## config.mk

```make
export PLATFORM = sky130hd
export DESIGN_NAME = spi_master_periph
export DESIGN_NICKNAME = d
export VERILOG_FILES = /design/src/rtl/spi_master_periph.sv
export SDC_FILE = /design/constraint.sdc
export NUM_CORES = 1
export LEC_CHECK = 0
export BUFFER_PORTS_ARGS = -buffer_cell sky130_fd_sc_hd__buf_2
export CORE_MARGIN = 8
export CORE_UTILIZATION = 30
export DETAILED_ROUTE_END_ITERATION = 10
export SETUP_SLACK_MARGIN = 0.05
export SYNTH_ARGS = -nofsm -noshare
export SYNTH_HDL_FRONTEND = slang
export SYNTH_SLANG_ARGS = --single-unit
```

## constraint.sdc

```tcl
create_clock -name PCLK -period 4.8 [get_ports PCLK]
set_input_delay 0.24 -clock PCLK [delete_from_list [all_inputs] [get_ports PCLK]]
set_output_delay 0.24 -clock PCLK [all_outputs]
set_load 0.005 [all_outputs]
```

## src/rtl/spi_master_periph.sv

```systemverilog
// APB-attached single-channel 8-bit SPI master, MSB first, full duplex.
// One hardware chip select; CPOL/CPHA and the clock divider are set through registers.
module spi_master_periph (
    input  logic        PCLK,
    input  logic        PRESET,
    input  logic [31:0] PADDR,
    input  logic [31:0] PWDATA,
    input  logic        PWRITE,
    input  logic        PENABLE,
    input  logic        PSEL,
    output logic [31:0] PRDATA,
    output logic        PREADY,
    output logic        sclk,
    output logic        mosi,
    input  logic        miso,
    output logic        cs_n
);

    // state | meaning
    // IDLE  | cs_n high, sclk parked at CPOL
    // XFER  | cs_n low, 16 sclk edges being generated
    typedef enum logic {ST_IDLE, ST_XFER} state_t;

    state_t      r_state, w_state_nxt;
    logic        r_en, r_cpol, r_cpha, r_done;
    logic [7:0]  r_div, r_div_lat, r_txd, r_rxd, r_shift, r_cnt;
    logic [3:0]  r_edge;
    logic        r_sclk, r_mosi, r_in;

    logic        w_acc, w_wr, w_rd, w_busy, w_tc, w_last, w_start, w_abort, w_done_set;
    logic [2:0]  w_off;
    logic        w_unused;

    assign w_acc      = PSEL & PENABLE;
    assign w_wr       = w_acc & PWRITE;
    assign w_rd       = w_acc & ~PWRITE;
    assign w_off      = PADDR[4:2];
    assign w_busy     = (r_state == ST_XFER);
    assign w_tc       = (r_cnt == r_div_lat);
    assign w_last     = w_tc & (r_edge == 4'd15);
    assign w_start    = w_wr & (w_off == 3'd2) & r_en & ~w_busy;
    assign w_abort    = w_busy & ~r_en;
    assign w_done_set = w_busy & ~w_abort & w_last;
    assign w_unused   = ^{PADDR[31:5], PADDR[1:0], PWDATA[31:8]};

    assign PREADY = w_acc;
    assign cs_n   = ~w_busy;
    assign sclk   = w_busy ? r_sclk : r_cpol;
    assign mosi   = r_mosi;

    always_comb begin
        w_state_nxt = r_state;
        case (r_state)
            ST_IDLE: if (w_start) w_state_nxt = ST_XFER;
            ST_XFER: if (w_abort || w_last) w_state_nxt = ST_IDLE;
            default: w_state_nxt = ST_IDLE;
        endcase
    end

    always_comb begin
        PRDATA = '0;
        if (w_rd) begin
            case (w_off)
                3'd0:    PRDATA[2:0] = {r_cpha, r_cpol, r_en};
                3'd1:    PRDATA[7:0] = r_div;
                3'd2:    PRDATA[7:0] = r_txd;
                3'd3:    PRDATA[1:0] = {r_done, w_busy};
                3'd4:    PRDATA[7:0] = r_rxd;
                default: PRDATA = '0;
            endcase
        end
    end

    always_ff @(posedge PCLK or posedge PRESET) begin
        if (PRESET) begin
            r_state   <= ST_IDLE;
            r_en      <= 1'b0;
            r_cpol    <= 1'b0;
            r_cpha    <= 1'b0;
            r_done    <= 1'b0;
            r_div     <= '0;
            r_div_lat <= '0;
            r_txd     <= '0;
            r_rxd     <= '0;
            r_shift   <= '0;
            r_cnt     <= '0;
            r_edge    <= '0;
            r_sclk    <= 1'b0;
            r_mosi    <= 1'b0;
            r_in      <= 1'b0;
        end else begin
            r_state <= w_state_nxt;

            if (w_wr) begin
                case (w_off)
                    3'd0: begin
                        r_en <= PWDATA[0];
                        if (!w_busy) begin
                            r_cpol <= PWDATA[1];
                            r_cpha <= PWDATA[2];
                        end
                    end
                    3'd1:    r_div <= PWDATA[7:0];
                    3'd2:    r_txd <= PWDATA[7:0];
                    default: ;
                endcase
            end

            // completion beats a coincident W1C
            if (w_done_set)
                r_done <= 1'b1;
            else if (w_wr && (w_off == 3'd3) && PWDATA[1])
                r_done <= 1'b0;

            if (w_start) begin
                r_shift   <= PWDATA[7:0];
                r_mosi    <= PWDATA[7];
                r_cnt     <= '0;
                r_edge    <= '0;
                r_div_lat <= r_div;
                r_sclk    <= r_cpol;
            end else if (w_busy && !w_abort && w_tc) begin
                r_cnt  <= '0;
                r_sclk <= ~r_sclk;
                r_edge <= r_edge + 4'd1;
                // even counter value means this toggle is a leading edge
                if (!r_edge[0]) begin
                    if (!r_cpha) begin
                        r_in <= miso;
                    end else begin
                        r_mosi  <= r_shift[7];
                        r_shift <= {r_shift[6:0], 1'b0};
                    end
                end else begin
                    if (!r_cpha) begin
                        r_shift <= {r_shift[6:0], r_in};
                        r_mosi  <= r_shift[6];
                    end else begin
                        r_shift[0] <= miso;
                    end
                end
                if (w_last)
                    r_rxd <= r_cpha ? {r_shift[7:1], miso} : {r_shift[6:0], r_in};
            end else if (w_busy) begin
                r_cnt <= r_cnt + 8'd1;
            end
        end
    end

endmodule

```

==> impl_metrics.json <==
{
  "muxShareOfSynthArea": 0.162,
  "synth_top_family_by_area": "simple AND/OR/NAND/NOR gates",
  "grt_pass1_wl_um": 12700,
  "yosysUniqueCellTypes": 42,
  "rr_startpoint": "r_cnt[0]",
  "timing.fmax_mhz": 451,
  "clk_path_buf_depth": 2,
  "viasPerCell": 4.83,
  "ir_drop_mv": 0.183,
  "rows": 38,
  "synth-adder-area-share": 0.00746,
  "synth_cells": 337,
  "dpl_worst_slack_ns": 2.45,
  "post-synth-top-area-fraction": 0.448,
  "cts-root-buf": "clkbuf_8",
  "grt_usage": 0.108,
  "cpPeakStageDelay_ns": 0.58,
  "drt_pass1_iterations": 4,
  "grt_max_degree": 61,
  "layout_min_cycle_time_ns": 2.22,
  "cp_data_arrival_time_ns": 2.43,
  "drc": 0,
  "htreeDepth": 3,
  "wire_per_inst_um": 15.3,
  "fin_skew_ns": 0.00707,
  "final_common_cell": "dfrtp_1",
  "ys_ff_latch": 60,
  "slew_headroom": 0.459,
  "initial_core_util": 0.308,
  "setup_viol": 0,
  "required_ns": 5.02,
  "path_buf_inv": 0,
  "hold_path_class": "primary input to asynchronous set/reset pin",
  "status": "finished, final reports clean",
  "worst_slew_pin_slew_ns": 0.809,
  "synthTopCellsByArea": "dfrtp_1 45%, mux2_2 12%, buf_4 5.4%",
  "cts_hold_buf": 0,
  "postRouteWirelength_um": 7700,
  "finalSetupTns_ns": 0,
  "gp_congestion": 0.815,
  "vias": 2430,
  "cts_sinks": 60,
  "fin_nets": 432,
  "post-route-period-util": 0.462,
  "stdcell_count": 503,
  "cp.depth": 5,
  "syn_area_sq_um": 3350,
  "finalHoldViolations": 0,
  "cap_viol_max_count": 0,
  "cts_resized": 0,
  "synth_compound_area_frac": 0.0821,
  "clk-insertion-delay-late_ns": 0.34,
  "cts_tree": "yes",
  "mostFrequentLayoutCells": "60 x dfrtp_1, 44 x nand2_1, 37 x mux2_2, 33 x nor2_1, 28 x buf_2",
  "post_cts_buffers": 0,
  "die_area_sq_um": 14800,
  "core_sq_um": 10900,
  "yosysSeqAreaShare": 0.448,
  "drt_iter0_drc": 104,
  "synth_top_cell_by_area": "dfrtp_1",
  "timing.critical_path.to": "r_rxd[2]",
  "startpoint": "r_cnt[0]",
  "rsz0062_at_grt": "no",
  "diodes": 0,
  "worstPathCellList": "xnor2_2 > nand4_4 > or3_1 > nor2_8 > mux2_2",
  "end_kind": "flip-flop",
  "r2r-end": "r_rxd[2]",
  "startpoint_type": "flip-flop",
  "maxSlewViolCount": 0,
  "power.density_nw_per_um2": 355,
  "ff2ff_path_depth": 5,
  "path_clk_slew_ns": 0.06,
  "dieWidth_um": 122,
  "dp_hpwl_um": 5740,
  "yosys.area_share.simple": 0.178,
  "grt_pass1_vias": 2480,
  "area_growth_syn_to_layout_pct": 10.9,
  "die_h_um": 122,
  "synth.avg_cell_area_sq_um": 9.95,
  "numPortBuffers": 28,
  "utilization": 0.342,
  "critPathKind": "flip-flop to flip-flop",
  "antenna_found_initial": 0,
  "p_leak_nw": 1.70,
  "drive_gt1_frac": 0.245,
  "post-place-cells": 489,
  "grt_overflow": 0,
  "yosysWarnings": 0,
  "cp_max_fo": 9,
  "slowest_stage": "or3_1",
  "r2r_slack_ns": 2.58,
  "worst_slack_ns": 2.58,
  "crit_family": "simple AND/OR/NAND/NOR gates",
  "num_io_pins": 106,
  "detail-route-antenna-nets": 0,
  "cts_inserted_buffers": 9,
  "synth-xor-area-share": 0.0410
}
## cells by family after synthesis
family | count (synthesis)
compound gates | 45
xor+xnor | 14
fa+ha+maj | 2
buf+inv | 45
flops | 60
mux | 47
other cells | 1
simple gates | 123
## cell usage after synthesis
cell,count
nand3b_1,1
a22oi_1,6
nor4_1,4
nand4_1,3
o21bai_1,1
xnor2_2,2
a21o_1,2
nor2_8,1
xnor2_1,11
and3_1,1
and4_1,1
inv_1,5
xor2_1,1
buf_1,1
nand4_4,1
ha_1,2
a21oi_1,13
o211ai_1,1
nor2_1,33
nor2b_1,6
buf_4,24
o21ai_0,9
or3_1,3
mux4_2,2
nand4b_1,1
and2_1,5
dfrtp_1,60
nor3_2,1
a211o_1,1
buf_6,1
a31oi_1,10
a221o_1,1
nand3_1,11
mux2_2,37
nand2_1,44
buf_2,3
clkbuf_1,11
conb_1,1
nor3_1,6
mux2i_1,8
and4b_1,1
a31o_2,1
## worst min-delay path by stage
stage / cells past startpoint / end / from
finish: 3 / r_rxd[0] / PRESET
floorplan: 2 / mosi / PWDATA[7]
CTS: 3 / r_txd[0] / PRESET
global placement: 1 / r_done / r_done
detailed placement: 1 / r_done / r_done
global route: 2 / r_in / miso
## per-stage QoR
stage	hold WS [ns]	cell area [sq um]	power, mW
floorplan	0.357	3440	0.807
CTS	0.143	3720	1.34
global route	0.152	3720	1.39
finish	0.124	3720	1.32
global placement	0.456	3510	0.846
detailed placement	0.466	3510	0.854
## power by group
part	total [mW]	switching, mW	internal (mW)
sequential	0.629	0.0661	0.563
clock	0.475	0.184	0.291
combinational	0.215	0.113	0.103
## final cells by class
class / count / area (sq um)
clock buffer: 13 / 179
clock inverter: 1 / 30.0
fill: 1126 / 7170
inverter: 5 / 18.8
multi-input combinational: 255 / 1670
sequential: 60 / 1500
tap: 140 / 175
timing repair buffer: 29 / 148
## flip-flops by register name, summed over array words and instances, names as in the netlist
name	flops
mosi	1
r_shift	8
r_div_lat	8
r_in	1
r_cpol	1
r_sclk	1
r_txd	8
r_cpha	1
r_cnt	8
r_state	1
r_div	8
r_edge	4
r_done	1
r_rxd	8
r_en	1
## per-layer routing
metal | wire (um) | GRT usage | share of wire
met3 | 449 | 0.0342 | 0.058
met4 | 43 | 0.0254 | 0.0056
met5 | 0 | 0 | 0
met1 | 3790 | 0.146 | 0.49
met2 | 3420 | 0.166 | 0.44
## tightest hold or removal path, delay by kind of cell
family | cells | cell delay [ns]
buffers and inverters | 3 | 0.73
Note: power is estimated with default switching activity, not from simulation.
